`config.mk`:
```
export PLATFORM = sky130hd
export DESIGN_NAME = load_store_unit
export DESIGN_NICKNAME = d
export VERILOG_FILES = /design/src/rtl/load_store_unit_pkg.sv /design/src/rtl/load_store_unit_mem_align.sv /design/src/rtl/load_store_unit.sv
export SDC_FILE = /design/constraint.sdc
export NUM_CORES = 1
export LEC_CHECK = 0
export CORE_MARGIN = 3
export CORE_UTILIZATION = 55
export DETAILED_ROUTE_END_ITERATION = 8
export DONT_BUFFER_PORTS = 1
export PLACE_DENSITY = 0.7
export SLEW_MARGIN = 20
export SYNTH_ARGS = -nofsm -noshare
export SYNTH_HDL_FRONTEND = slang
export SYNTH_HIERARCHICAL = 1
export SYNTH_SLANG_ARGS = --single-unit
```
`constraint.sdc`:
```
create_clock -name clk -period 2.8 [get_ports clk]
set_input_delay 0.7 -clock clk [delete_from_list [all_inputs] [get_ports clk]]
set_output_delay 0.7 -clock clk [all_outputs]
set_load 0.03 [all_outputs]
```
`src/rtl/load_store_unit_pkg.sv`:
```
// Shared types for the load/store unit: funct3 encodings, the address-unit
// element consumed by the LSU, FSM state encoding and the CDB lane index.
// Also provides the misalignment predicate used by the optional check.
package load_store_unit_pkg;

  localparam int ROB_IDX_W    = 4;
  localparam int LSU_CDB_LANE = 3;

  typedef enum logic [2:0] {
    F3_LB  = 3'b000,
    F3_LH  = 3'b001,
    F3_LW  = 3'b010,
    F3_LBU = 3'b100,
    F3_LHU = 3'b101
  } load_funct3_t;

  typedef enum logic [2:0] {
    F3_SB = 3'b000,
    F3_SH = 3'b001,
    F3_SW = 3'b010
  } store_funct3_t;

  typedef enum logic {
    MEM_LOAD  = 1'b0,
    MEM_STORE = 1'b1
  } mem_op_t;

  typedef enum logic [1:0] {
    IDLE  = 2'd0,
    REQ   = 2'd1,
    BCAST = 2'd2,
    DRAIN = 2'd3
  } lsu_state_t;

  typedef struct packed {
    logic [31:0]          addr;
    logic [31:0]          data;
    logic [ROB_IDX_W-1:0] ROB_dest;
    logic [2:0]           funct_3;
    mem_op_t              mem_op;
  } address_buffer_element_t;

  // funct_3[1:0] encodes access size for both loads and stores:
  // 00 byte, 01 half, 1x word.
  function automatic logic is_misaligned(input logic [2:0] f3, input logic [1:0] off);
    is_misaligned = ((f3[1:0] == 2'b01) && off[0]) || (f3[1] && (off != 2'b00));
  endfunction

endpackage

```
`src/rtl/load_store_unit_mem_align.sv`:
```
// Combinational lane alignment shared by the LSU and the store buffer.
// Ports: funct_3/offset select size and lane; store_data -> wdata/byte_enable,
// rdata -> load_data (shifted down by offset, then sign/zero-extended).
module load_store_unit_mem_align
  import load_store_unit_pkg::*;
(
  input  logic [2:0]  funct_3,
  input  logic [1:0]  offset,
  input  logic [31:0] store_data,
  input  logic [31:0] rdata,
  output logic [3:0]  byte_enable,
  output logic [31:0] wdata,
  output logic [31:0] load_data
);

  logic [31:0] shifted;

  always_comb begin
    shifted = rdata >> {offset, 3'b000};

    // 4-bit shift drops any lanes pushed past lane 3.
    case (funct_3[1:0])
      2'b00: begin
        byte_enable = 4'b0001 << offset;
        wdata       = {4{store_data[7:0]}};
      end
      2'b01: begin
        byte_enable = 4'b0011 << offset;
        wdata       = {2{store_data[15:0]}};
      end
      default: begin
        byte_enable = 4'b1111;
        wdata       = store_data;
      end
    endcase

    case (funct_3)
      F3_LB:   load_data = {{24{shifted[7]}}, shifted[7:0]};
      F3_LH:   load_data = {{16{shifted[15]}}, shifted[15:0]};
      F3_LBU:  load_data = {24'h0, shifted[7:0]};
      F3_LHU:  load_data = {16'h0, shifted[15:0]};
      default: load_data = shifted;
    endcase
  end

endmodule

```
`src/rtl/load_store_unit.sv`:
```
// Memory-stage LSU: accepts one op, issues a single-outstanding dcache request,
// then broadcasts the load result / store completion on its CDB lane.
// Ports: vld_i/rdy_i/address_data_i upstream; dmem_* cache side; cdb_* result lane.
// Optional macro LSU_MISALIGN_CHECK_EN: misaligned half/word ops skip the cache
// and broadcast with cdb_exc_o=1; otherwise cdb_exc_o is tied low.
module load_store_unit
  import load_store_unit_pkg::*;
#(
  parameter int ROB_IDX_LEN = ROB_IDX_W
) (
  input  logic                                    clk,
  input  logic                                    rst,
  input  logic                                    fls_i,
  input  logic                                    vld_i,
  output logic                                    rdy_i,
  input  logic [$bits(address_buffer_element_t)-1:0] address_data_i,
  output logic                                    dmem_read,
  output logic                                    dmem_write,
  output logic [31:0]                             dmem_address,
  output logic [31:0]                             dmem_wdata,
  output logic [3:0]                              dmem_byte_enable,
  input  logic [31:0]                             dmem_rdata,
  input  logic                                    dmem_resp,
  output logic                                    cdb_vld_o,
  input  logic                                    cdb_rdy_i,
  output logic [ROB_IDX_LEN-1:0]                  cdb_rob_dest_o,
  output logic [31:0]                             cdb_data_o,
  output logic                                    cdb_exc_o
);

  address_buffer_element_t elem;
  lsu_state_t              state;
  logic [2:0]              lat_f3;
  logic [1:0]              lat_off;
  mem_op_t                 lat_op;
  logic [2:0]              al_f3;
  logic [1:0]              al_off;
  logic [3:0]              al_be;
  logic [31:0]             al_wdata;
  logic [31:0]             al_load;
  logic                    misalign;

  assign elem = address_data_i;

  // In IDLE the aligner formats the incoming op; afterwards it formats rdata
  // for the latched op.
  assign al_f3  = (state == IDLE) ? elem.funct_3   : lat_f3;
  assign al_off = (state == IDLE) ? elem.addr[1:0] : lat_off;

  load_store_unit_mem_align u_align (
    .funct_3     (al_f3),
    .offset      (al_off),
    .store_data  (elem.data),
    .rdata       (dmem_rdata),
    .byte_enable (al_be),
    .wdata       (al_wdata),
    .load_data   (al_load)
  );

`ifdef LSU_MISALIGN_CHECK_EN
  assign misalign = is_misaligned(elem.funct_3, elem.addr[1:0]);
`else
  assign misalign  = 1'b0;
  assign cdb_exc_o = 1'b0;
`endif

  always_ff @(posedge clk) begin
    if (rst) begin
      state            <= IDLE;
      rdy_i            <= 1'b0;
      dmem_read        <= 1'b0;
      dmem_write       <= 1'b0;
      dmem_address     <= '0;
      dmem_wdata       <= '0;
      dmem_byte_enable <= '0;
      cdb_vld_o        <= 1'b0;
      cdb_rob_dest_o   <= '0;
      cdb_data_o       <= '0;
      lat_f3           <= '0;
      lat_off          <= '0;
      lat_op           <= MEM_LOAD;
`ifdef LSU_MISALIGN_CHECK_EN
      cdb_exc_o        <= 1'b0;
`endif
    end else begin
      case (state)
        IDLE: begin
          rdy_i <= 1'b1;
          // A flush in the accept cycle drops the element.
          if (!fls_i && vld_i && rdy_i) begin
            rdy_i          <= 1'b0;
            lat_f3         <= elem.funct_3;
            lat_off        <= elem.addr[1:0];
            lat_op         <= elem.mem_op;
            cdb_rob_dest_o <= ROB_IDX_LEN'(elem.ROB_dest);
            if (misalign) begin
              state      <= BCAST;
              cdb_vld_o  <= 1'b1;
              cdb_data_o <= '0;
`ifdef LSU_MISALIGN_CHECK_EN
              cdb_exc_o  <= 1'b1;
`endif
            end else begin
              state            <= REQ;
              dmem_read        <= (elem.mem_op == MEM_LOAD);
              dmem_write       <= (elem.mem_op == MEM_STORE);
              dmem_address     <= {elem.addr[31:2], 2'b00};
              dmem_wdata       <= al_wdata;
              dmem_byte_enable <= al_be;
            end
          end
        end
        REQ: begin
          if (dmem_resp) begin
            dmem_read  <= 1'b0;
            dmem_write <= 1'b0;
            if (fls_i) begin
              state <= IDLE;
              rdy_i <= 1'b1;
            end else begin
              state      <= BCAST;
              cdb_vld_o  <= 1'b1;
              cdb_data_o <= (lat_op == MEM_LOAD) ? al_load : 32'h0;
            end
          end else if (fls_i) begin
            // The cache cannot cancel; wait out the response silently.
            state <= DRAIN;
          end
        end
        DRAIN: begin
          if (dmem_resp) begin
            dmem_read  <= 1'b0;
            dmem_write <= 1'b0;
            state      <= IDLE;
            rdy_i      <= 1'b1;
          end
        end
        BCAST: begin
          if (fls_i || cdb_rdy_i) begin
            state     <= IDLE;
            cdb_vld_o <= 1'b0;
            rdy_i     <= 1'b1;
`ifdef LSU_MISALIGN_CHECK_EN
            cdb_exc_o <= 1'b0;
`endif
          end
        end
        default: state <= IDLE;
      endcase
    end
  end

endmodule

```
# [Word-level counts from Yosys, hierarchy flattened]
# Index checks and enable logic that the tools add are counted.
# W data, S select, Z words.
[totals] reg_bits=114 output_inout_bits=109 wordCells=77
[classes] n_eq_ne=15 shift=3 n_mux=28 bitwise=2 n_reduce_logical=16
[ops] cell="$pmux W32 S4" count=1
[ops] cell="$pmux W32 S2" count=1
[ops] cell="$mux W32" count=1
[ops] cell="$shr A32 B5 Y32" count=1
[ops] cell="$mux W2" count=7
[ops] cell="$reduce_and A4 Y1" count=3
[ops] cell="$mux W1" count=11
[ops] cell="$ne A2 B2 Y1 const B" count=5
[ops] cell="$pmux W2 S4" count=1
[ops] cell="$pmux W4 S2" count=1
[ops] cell="$eq A3 B3 Y1 const B" count=2
[ops] cell="$pmux W1 S2" count=3
[ops] cell="$reduce_and A3 Y1" count=2
[ops] cell="$eq A2 B1 Y1 const B" count=2
[ops] cell="$eq A2 B2 Y1 const B" count=2
[ops] cell="$logic_not A2 Y1" count=2
[ops] cell="$ne A2 B1 Y1 const B" count=2
[ops] cell="$pmux W1 S4" count=1
[ops] cell="$reduce_bool A2 Y1" count=2
[ops] cell="$shl A1 B2 Y4 const A" count=1
[ops] cell="$shl A2 B2 Y4 const A" count=1
[ops] cell="$eq A3 B1 Y1 const B" count=1
[ops] cell="$logic_not A3 Y1" count=1
[ops] cell="$mux W3" count=1
[ops] cell="7 further kinds" count=9

# [Logic depth before layout (Yosys ltp)]
# Gate-level depths: netlist of the first run.
[logic_depth] ltp_word=5 ltp_mapped=11

# [Hierarchy]
# Netlist of the first run, hierarchy kept.
[modules_own_cells] mod="load_store_unit" n_inst=1 cells_per_inst=537 area_each_um2=4772.1 seq_area_each_um2=2282.2
[modules_own_cells] mod="load_store_unit_mem_align" n_inst=1 cells_per_inst=191 area_each_um2=1272.5 seq_area_each_um2=0.0

# [Worst setup path after synthesis of the first run]
# No wires, ideal clock.
[synth_timing] path_type="flip-flop to flip-flop" start="register state[0]" end="register cdb_data_o[25]" setup_ns=0.132 arrival_ns=2.181 t_required_ns=2.668 setup_slack_ns=0.486 stages_incl_launch_ff=10 period_less_slack_ns=2.314 path_cell_list="dfxtp_1 buf_2 nor2_1 mux2_2 mux2_4 a22oi_2 buf_6 nand3_1 nand3_1 a21oi_1"
[synth_via] elab_chain_cells=5 elab_cells_between_ends=12
[synth_rtl] item="start: declaration" line="load_store_unit.sv:32" text="lsu_state_t state;"
[synth_rtl] item="start signal: assignment" line="load_store_unit.sv:69" text="state <= IDLE;"
[synth_rtl] item="start signal: assignment" line="load_store_unit.sv:97" text="state <= BCAST;"
[synth_rtl] item="start signal: assignment" line="load_store_unit.sv:104" text="state <= REQ;"
[synth_rtl] item="$logic_not A2 Y1" line="load_store_unit.sv:48" text="assign al_off = (state == IDLE) ? elem.addr[1:0] : lat_off;"
[synth_rtl] item="$mux W2" line="load_store_unit.sv:48"
[synth_rtl] item="named net al_off[1]" line="load_store_unit.sv:37" text="logic [1:0] al_off;"
[synth_rtl] item="$shr A32 B5 Y32" line="load_store_unit_mem_align.sv:19" text="shifted = rdata >> {offset, 3'b000};"
[synth_rtl] item="$pmux W32 S4" line="load_store_unit_mem_align.sv:37" text="case (funct_3)"
[synth_rtl] item="named net al_load[25]" line="load_store_unit.sv:40" text="logic [31:0] al_load;"
[synth_rtl] item="$mux W32" line="load_store_unit.sv:123" text="cdb_data_o <= (lat_op == MEM_LOAD) ? al_load : 32'h0;"
[synth_rtl] item="end signal: assignment" line="load_store_unit.sv:123"
[synth_rtl] item="end: declaration" line="load_store_unit.sv:27" text="output logic [31:0] cdb_data_o,"
# The timed path passes the listed nets, and every way through them passes these cells.
# A chain may end at the register's enable or synchronous reset.

# [Final worst setup path of the first run]
[layout_timing] start="register state[1]" end="register cdb_data_o[20]"
# The elaborated chain is that of the path after synthesis.

==> results of run 1 <==
==> state kept, by name, summed over array words and instances (netlist names), 2 cells and up <==
name,cells
state,2
lat_f3,3
cdb_rob_dest_o,4
dmem_wdata,32
cdb_data_o,32
dmem_address,30
dmem_byte_enable,4
lat_off,2
==> per-layer routing <==
metal  routed length, um  part of all wire, %  track usage, %  vias to the layer above
met2                8369                   49           42.27                      234
met4                 300                  1.8           8.539                        0
met1                6702                   39           32.85                     2542
met3                1719                   10           10.37                       26
met5                   0                    0               0                        -
li1                    -                    -               -                     2452
==> cell usage after synthesis (2+ instances only) <==
cell type  count
dfxtp_1      114
nand2_1       81
nand2b_1      77
nand4b_1      76
o21ai_0       69
a21oi_1       50
clkbuf_1      48
nand3_1       48
mux2_2        23
o21ai_1       20
buf_4         17
buf_2         16
mux2i_1       15
nor2b_1       13
a211oi_1       7
a2bb2oi_1      7
nor2_1         7
clkbuf_2       5
nand3b_1       3
buf_1          2
buf_6          2
nor3_1         2
nor3b_1        2
nor4b_1        2
nor4bb_1       2
o21bai_1       2
==> layout make-up <==
type | count | area share [%]
Antenna cell | 1 | 0.03843
Clock buffer | 18 | 6.572
Clock inverter | 14 | 2.383
Inverter | 1 | 0.05765
Sequential cell | 114 | 35.05
Multi-Input combinational cell | 525 | 51.52
Tap cell | 136 | 2.613
Timing Repair Buffer | 12 | 1.768
==> stage by stage <==
stage / cells / util (%) / power (mW) / setup slack [ns]
5_1_grt: 821 / 61.96 / 4.455 / 0.05985
2_1_floorplan: 730 / - / 2.199 / 0.4864
4_1_cts: 819 / 61.60 / 4.328 / 0.02859
3_3_place_gp: 787 / 56.05 / 2.206 / 0.1878
3_5_place_dp: 787 / 56.05 / 2.216 / 0.03493
6_report: 821 / 61.96 / 4.307 / 0.2335
==> where the power goes <==
group          internal, mW  switching [mW]  total, mW
sequential             1.67           0.117       1.79
combinational         0.183           0.223      0.406
clock                  1.30           0.816       2.12
total                  3.15            1.16       4.31
==> critical path: stages, from the launching register on <==
cell and delay, ns:
dfxtp_1 0.42, nor2_2 0.32, mux2_2 0.53, nor2b_1 0.26, a32oi_4 0.55, nand3_1 0.13, nand3_1 0.12, a21oi_1 0.10
==> cells by family after synthesis <==
kind of cell           count (synthesis)  synth area share [%]
AO/OA/AOI/OAI                        162                 15.24
multiplexers                          39                 7.017
flip-flops                           114                 37.76
buffers and inverters                 91                 7.390
other                                  1               0.06204
AND/OR/NAND/NOR                      321                 32.54
==> worst paths after layout <==
path,start,end,slack [ns]
setup reg to reg,state[1]$_SDFFE_PP0P_,cdb_data_o[20]$_SDFFE_PP0P_,0.23
hold / removal,rst,state[0]$_SDFFE_PP0P_,0.29
setup / recovery,state[1]$_SDFFE_PP0P_,cdb_data_o[20]$_SDFFE_PP0P_,0.23
hold reg to reg,lat_off[0]$_SDFFE_PP0P_,lat_off[0]$_SDFFE_PP0P_,0.46
==> what timing repair did <==
action / 4_1_cts / 5_1_grt
endpoints found under the setup margin: 0 / 20
resized for setup: 0 / 3
buffers inserted: 0 / 1
hold buffers: 0 / 0
==> cell usage in the layout, fill, tap and decap left out, drive strengths merged <==
cell / n
nor2b: 13
nor3: 2
a2bb2oi: 7
and2: 1
nand2b: 77
dfxtp: 114
bufinv: 2
o21ai: 89
nor4bb: 2
mux2i: 15
nor4b: 3
nand4bb: 1
a31oi: 1
a22oi: 1
buf: 12
clkinvlp: 2
nor2: 8
nand4b: 76
diode: 1
a21oi: 50
mux2: 24
a211o: 1
conb: 3
o21bai: 2
inv: 4
nor3b: 3
or2: 1
clkbuf: 18
a32oi: 1
nand3: 49
a221oi: 1
o31ai: 1
nor4: 1
nand2: 81
clkinv: 7
a211oi: 7
o21a: 1
nand3b: 3
==> metrics, run 1 <==
DR WL/cell=20.82 um; sequential cell area=2282 um^2; Mapped Cells=728; Vias=5254; DRC Markers=0; Post-layout nets=781; Rows=37; CORE AREA=10510 um^2; Tcrit/Tclk final=91.66%; mapped cell area=6045 um^2; CP Max Fanout=18; Worst VDD drop=0.2902 mV; post-synth top area cell=dfxtp_1; min cycle time layout=2.567 ns; DRT Pass-1 Iters=6; antenna violations before repair=1; H-tree Lvls=4; Crit Path Category=reg -> reg; unrepaired setup endpoints after global routing=false; CTS root buf=clkbuf_8; R2R depth=7; Relative slew margins=32.44%; post-synth cell types=44; Multi-input gate area=3354 um^2; required time of the worst setup path=3.19 ns; Detailed Route Iter0 Violations=610; number of setup violations in the final report=0; number of global-route vias before repair=4968; Final Hold Fails=0; total track usage=26.48%; Mean Syn Cell Area=8.303 um^2; status=complete, no violations; Die ar.=12280 um^2; Fillers=944; critical path launch point type=flop; asr flop ratio synth=0%; Initial Util=57.52%; Synth Register Bits=114; post-route antenna net violation count=0; number of buffers created by CTS=17; Yosys top cell area share=37.76%; max_cap viols=0; post-route setup TNS=0 ns; Post-Route WL=17.09 mm; Buffers on Ports=0; final slew viol count=0; CTS tree=yes; CP Data Arrival Time=2.96 ns; share of cells above drive strength 1=11.84%; min-delay worst type=in -> reg; clock skew=0.007624 ns; CP endpoint kind=flop; Worst-Skew Late Latency=0.51 ns; Reg clk slew, reported paths=0.06 ns; Top Ports=219; CTS max path bufs=2; largest cells by area after synthesis=dfxtp_1, nand4b_1, nand2b_1; post-DP HPWL=10.95 mm; sink count of the clock tree=114; global-route wire length before repair=26.88 mm; pwr/cell area=661.5 nW/um^2; Post-synth EDFFs=0; final hold slack=0.2850 ns; Max Clock Freq=389.6 MHz; vias per inst=6.400; P&R area growth vs syn=7.721%; synth warn=6; Die Y=110.8 um; post-synthesis sequential area ratio=37.76%; Hold Path Depth=1; Worst Max-Slew Pin Slew=1.012 ns; die width=110.8 um; largest net degree at the start of global routing=192; prevailing post-synth register cell=dfxtp_1; fin area=6511 um^2; Area after DPL=5891 um^2; grt ovf=0; Leak Pwr=2.218 nW; gp weighted congestion=0.8447
Power figures use the tool's default switching activity.
==> inputs of run 2 (changes only) <==
- GPL_TIMING_DRIVEN: default -> 0
==> metrics, run 2 (synthesis results as in run 1) <==
gp weighted congestion=0.9143 (+8.2%); sink count of the clock tree=114 (unchanged); Slowest-stage cell, CP=a221oi_4; sequential cell area=2282 um^2 (unchanged); Max Clock Freq=376.4 MHz (-3.4%); Worst Max-Slew Pin Slew=0.6938 ns (-0.3185 ns); Reg2Reg Capture Point=cdb_data_o[13]$_SDFFE_PP0P_; share of cells above drive strength 1=13.42% (+1.6 points); antenna violations before repair=2 (+1); Leak Pwr=2.395 nW (+8.0%); H-tree Lvls=4 (unchanged); Finished Core Util=65.06% (+3.1 points); Pwr Total=4.492 mW (+4.3%); Hold EP=lat_off[0]$_SDFFE_PP0P_; Top Ports=219 (unchanged); die width=110.8 um (unchanged); CTS max path bufs=2 (unchanged); Worst VDD drop=0.3644 mV (+26%); Vias=5562 (+5.9%); Reg clk slew, reported paths=0.06 ns (about the same); Multi-input gate area=3332 um^2 (-0.67%); post-CTS setup buffer count=0 (unchanged); post-route insts no fill=898 (+9.4%); Worst-Skew Late Latency=0.53 ns (+0.02 ns); number of global-route vias before repair=5421 (+9.1%); critical path launch point type=flop; CTS tree=yes; commonest non-fill, non-tap cell in the layout=dfxtp_1; Reg-to-Reg Start=state[0]$_SDFFE_PP0P_; total track usage=29.08% (+2.6 points); Tcrit/Tclk final=94.89% (+3.2 points); largest net degree at the start of global routing=17 (-91%); Rows=37 (unchanged); Hold Startpoint=address_data_i[40]; Cells after DPL=866 (+10%); required time of the worst setup path=3.18 ns (about the same); status=complete, no violations; final slew viol count=0 (unchanged); crit-path cells=buf_2, nor2_2, mux2_2, clkbuf_1, or2_2, buf_2, a221oi_4, a21oi_1, nand3_1, a21oi_1; Largest regs=cdb_data_o x32, dmem_wdata x32, dmem_address x30; Fillers=916 (-3.0%); post-DP HPWL=13.79 mm (+26%); post-route antenna net violation count=0 (unchanged); CTS Hold Bufs=0 (unchanged); CP Data Arrival Time=3.04 ns (+0.08 ns); post-route setup TNS=0 ns (unchanged); CTS root buf=clkbuf_8; DRT Pass-1 Iters=5 (-1); Post-Route WL=18.49 mm (+8.2%); vias per inst=6.194 (-3.2%); Buffers on Ports=0 (unchanged); max_cap viols=0 (unchanged); number of buffers created by CTS=17 (unchanged); global-route wire length before repair=28.82 mm (+7.2%); grt ovf=0 (unchanged); Hold Path Depth=2 (+1); R2R setup slack=0.14 ns (-0.09 ns); min cycle time layout=2.657 ns (+0.09030 ns); P&R area growth vs syn=13.10%; CORE AREA=10510 um^2 (unchanged); DRC Markers=0 (unchanged); Post-layout nets=859 (+10%); unrepaired setup endpoints after global routing=false; Relative slew margins=53.55% (+21 points); pwr/cell area=657.1 nW/um^2 (-0.66%); Die Y=110.8 um (unchanged); CP max stage delay=0.39 ns (-0.16 ns); DR WL/cell=20.59 um (-1.1%); R2R depth=10 (+3); Detailed Route Iter0 Violations=582 (-4.6%); CP Max Fanout=10 (-8); number of setup violations in the final report=0 (unchanged); Final Hold Fails=0 (unchanged); min-delay worst type=in -> reg; CP endpoint kind=flop; Die ar.=12280 um^2 (unchanged); Initial Util=57.52% (unchanged); Crit Path Category=reg -> reg; most frequent cells in the layout=dfxtp_1, nand2_1, nand2b_1, nand4b_1, o21ai_0; clock skew=0.01024 ns (+0.002617 ns)
==> run 2: cell count changes in the layout (fill, tap and decap cells not counted), sizes merged <==
cell	delta
buf	+25
bufinv	+1
clkbuf	+57
clkinv	-7
clkinvlp	+3
diode	+1
inv	-3
==> run 2: how the worst max path moves through the flow <==
stage / start / end / slack (ns) / cells after the start
finish: state[0]$_SDFFE_PP0P_ / cdb_data_o[13]$_SDFFE_PP0P_ / 0.14 / 10
CTS: state[0]$_SDFFE_PP0P_ / cdb_data_o[28]$_SDFFE_PP0P_ / 0.10 / 10
detailed placement: state[0]$_SDFFE_PP0P_ / cdb_data_o[28]$_SDFFE_PP0P_ / -0.03 / 10
floorplan: state[0]$_SDFFE_PP0P_ / cdb_data_o[25]$_SDFFE_PP0P_ / 0.49 / 9
global route: state[0]$_SDFFE_PP0P_ / cdb_data_o[11]$_SDFFE_PP0P_ / 0.02 / 10
global placement: state[0]$_SDFFE_PP0P_ / cdb_data_o[24]$_SDFFE_PP0P_ / 0.02 / 10
==> run 2: power by group <==
part | internal (mW) | switching, mW
sequential | 1.67 | 0.115
combinational | 0.209 | 0.298
clock | 1.44 | 0.762
total | 3.32 | 1.17
==> run 2: area by class of cell <==
cell class | instances | share of cell area, %
sequential | 114 | 33.38
multi-input combinational | 525 | 48.74
antenna | 2 | 0.07321
buffer | 90 | 6.479
tap | 136 | 2.489
inverter | 1 | 0.05490
clock inverter | 8 | 1.867
clock buffer | 22 | 6.918
==> run 2: critical path: cells and delay by family, from the launching register on <==
kind	cells	cell delay, ns
AO/OA/AOI/OAI	3	0.55
buffers and inverters	3	0.54
flip-flops	1	0.33
multiplexers	1	0.38
AND/OR/NAND/NOR	3	0.72
==> run 2: stage by stage <==
step                      setup slack, ns  area, um^2  hold WS, ns
after global placement            0.02151        6222       0.4517
after floorplan                    0.4864        6052       0.4397
final                              0.1432        6837       0.3367
after CTS                          0.1044        6825       0.3209
after global routing              0.01704        6837       0.3252
after detailed placement         -0.03212        6222       0.4670
==> run 2: per-layer routing <==
metal  routed length (um)  track usage, %  vias up
met4                  502           10.10        0
met1                 7438           34.38     2641
li1                     -               -     2616
met2                 8680           47.53      263
met3                 1866           12.12       42
met5                    0               0        -
==> run 2: what timing repair did <==
item / 4_1_cts / 5_1_grt
gates resized for setup: 1 / 1
cloned: 0 / 0
setup endpoints to repair: 9 / 8
==> inputs of run 3 (changes only) <==
- PLACE_DENSITY: 0.7 -> 0.81
==> metrics, run 3 (synthesis results as in run 1) <==
CTS tree=yes; CP max stage delay=0.40 ns (about the same); grt ovf=0 (unchanged); Setup WS pre-CTS=-0.03686 ns (-0.004742 ns); Setup WS post-layout=0.1847 ns (+0.04151 ns); Hold EP=lat_off[0]$_SDFFE_PP0P_; final hold slack=0.3440 ns (+0.007214 ns); final slew viol count=0 (unchanged); CP Data Arrival Time=3.01 ns (-0.03 ns); Post-Route WL=19.08 mm (+3.2%); Worst path most repeated cell=buf_2; Crit Path Category=reg -> reg; Top Ports=219 (unchanged); Relative slew margins=61.08% (+7.5 points); vias per inst=6.297 (+1.7%); post-route antenna net violation count=0 (unchanged); post-route insts no fill=899 (+0.11%); Fillers=897 (-2.1%); Largest regs=cdb_data_o x32, dmem_wdata x32, dmem_address x30; min-delay worst type=in -> reg; post-DP HPWL=14.11 mm (+2.3%); met2 GRT Util=49.76% (+2.2 points); gp weighted congestion=0.9230 (+0.95%); cell internal pwr=3.240 mW (-2.3%); die width=110.8 um (unchanged); Buffers on Ports=0 (unchanged); Vias=5661 (+1.8%); unrepaired setup endpoints after global routing=false; CTS root buf=clkbuf_8; CTS Hold Bufs=0 (unchanged); min cycle time layout=2.615 ns (-0.04151 ns); switching part of the total=27.89% (+1.7 points); post-CTS setup buffer count=0 (unchanged); R2R setup slack=0.18 ns (+0.04 ns); most frequent cells in the layout=dfxtp_1, nand2_1, nand2b_1, nand4b_1, o21ai_0; CP Max Fanout=10 (unchanged); met1 GRT Util=34.68% (+0.30 points); Worst-Skew Late Latency=0.52 ns (about the same); Post-layout nets=859 (unchanged); sink count of the clock tree=114 (unchanged); Hold Startpoint=address_data_i[40]; Tcrit/Tclk final=93.40% (-1.5 points); Leak Pwr=2.404 nW (+0.39%); share of cells above drive strength 1=13.78% (+0.36 points); Rows=37 (unchanged); Worst VDD drop=0.4678 mV (+28%); gr busiest metal=met2; H-tree Lvls=4 (unchanged); sequential power share=39.7% (about the same); number of setup violations in the final report=0 (unchanged); Reg clk slew, reported paths=0.06 ns (about the same); Initial Util=57.52% (unchanged); Die Y=110.8 um (unchanged); Reg2Reg Capture Point=cdb_data_o[15]$_SDFFE_PP0P_; Cells after DPL=866 (unchanged); required time of the worst setup path=3.19 ns (about the same); number of buffers created by CTS=17 (unchanged); status=complete, no violations; DRC Markers=0 (unchanged); P&R area growth vs syn=13.10% (unchanged); Die ar.=12280 um^2 (unchanged); Final Hold Fails=0 (unchanged); CORE AREA=10510 um^2 (unchanged); commonest non-fill, non-tap cell in the layout=dfxtp_1; number of gates resized after cts=1 (unchanged); total track usage=29.99% (+0.91 points); Clk pwr share=48.8% (-0.2 points); Pwr Total=4.493 mW (about the same); Reg-to-Reg Start=state[0]$_SDFFE_PP0P_; CP endpoint kind=flop; antenna violations before repair=2 (unchanged); DR WL/cell=21.23 um (+3.1%); R2R depth=10 (unchanged); Switching Power=1.253 mW (+6.7%); Hold Path Depth=2 (unchanged); DRT Pass-1 Iters=6 (+1); Detailed Route Iter0 Violations=663 (+14%); Comb power frac=11.5% (+0.2 points); global-route wire length before repair=29.86 mm (+3.6%); GR met3 Demand/Resource=11.68% (-0.44 points); Slowest-stage cell, CP=a221oi_4; pwr/cell area=657.2 nW/um^2 (about the same); crit-path cells=buf_2, nor2_4, mux2_2, clkbuf_1, or2_2, buf_2, a221oi_4, a31oi_1, nand3_1, a21oi_1; critical path launch point type=flop; max_cap viols=0 (unchanged); Max Clock Freq=382.4 MHz (+1.6%); clock skew=0.007128 ns (-0.003113 ns); Worst Max-Slew Pin Slew=0.5814 ns (-0.1124 ns); number of global-route vias before repair=5567 (+2.7%); largest net degree at the start of global routing=17 (unchanged); CTS max path bufs=2 (unchanged)
-- run 3: cell types whose count changed in the layout (fill, tap and decap cells not counted), moves of 2 or more --
| cell | previous run | this run |
|---|---|---|
| clkinv_4 | 0 | 5 |
| clkbuf_8 | 5 | 1 |
| clkinv_2 | 0 | 2 |
| clkinvlp_4 | 5 | 3 |
| inv_6 | 0 | 2 |
-- run 3: metal layers --
metal  share of wire [%]  wire length [um]  vias to the layer above
li1                    -                 -                     2606
met4                 3.1               586                        2
met2                  48              9196                      296
met3                  10              1986                       55
met1                  38              7305                     2702
met5               0.037                 7                        -
-- run 3: cell type report --
type / instances / area [um^2] / area share, %
antenna: 1 / 2.502 / 0.03660
buffer: 90 / 442.9 / 6.479
clock buffer: 17 / 414.1 / 6.058
clock inverter: 15 / 183.9 / 2.690
inverter: 1 / 3.754 / 0.05490
multi-input combinational: 525 / 3337 / 48.81
sequential: 114 / 2282 / 33.38
tap: 136 / 170.2 / 2.489
-- run 3: worst max-delay path: cells and delay by family, from the launching register on --
kind / cells / cell delay, ns
and+or+nand+nor: 3 / 0.65
AOI/OAI and AO/OA: 3 / 0.60
buffers and inverters: 3 / 0.56
muxes: 1 / 0.36
DFF: 1 / 0.33
-- run 3: metrics by stage --
step	setup TNS, ns	area (um^2)	util (%)
global route	0	6837	65.06
floorplan	0	6052	-
CTS	0	6823	64.92
global placement	0	6222	59.21
finish	0	6837	65.06
detailed placement	-0.2037	6222	59.21
-- run 3: power groups by stage --
stage	Combinational (mW)	Sequential [mW]	Clock, mW
detailed placement	0.499	1.82	0
global placement	0.488	1.82	0
finish	0.516	1.79	2.19
floorplan	0.393	1.81	0
CTS	0.504	1.79	2.20
global route	0.559	1.79	2.28
-- run 3: worst max path at each step --
| stage | startpoint | end | slack [ns] | cells past startpoint |
|---|---|---|---|---|
| 5_1_grt | state[0]$_SDFFE_PP0P_ | cdb_data_o[28]$_SDFFE_PP0P_ | 0.09 | 10 |
| 4_1_cts | state[0]$_SDFFE_PP0P_ | cdb_data_o[28]$_SDFFE_PP0P_ | 0.09 | 10 |
| 3_3_place_gp | state[0]$_SDFFE_PP0P_ | cdb_data_o[24]$_SDFFE_PP0P_ | 0.02 | 10 |
| 3_5_place_dp | state[0]$_SDFFE_PP0P_ | cdb_data_o[24]$_SDFFE_PP0P_ | -0.04 | 10 |
| 6_report | state[0]$_SDFFE_PP0P_ | cdb_data_o[15]$_SDFFE_PP0P_ | 0.18 | 10 |
| 2_1_floorplan | state[0]$_SDFFE_PP0P_ | cdb_data_o[25]$_SDFFE_PP0P_ | 0.49 | 9 |
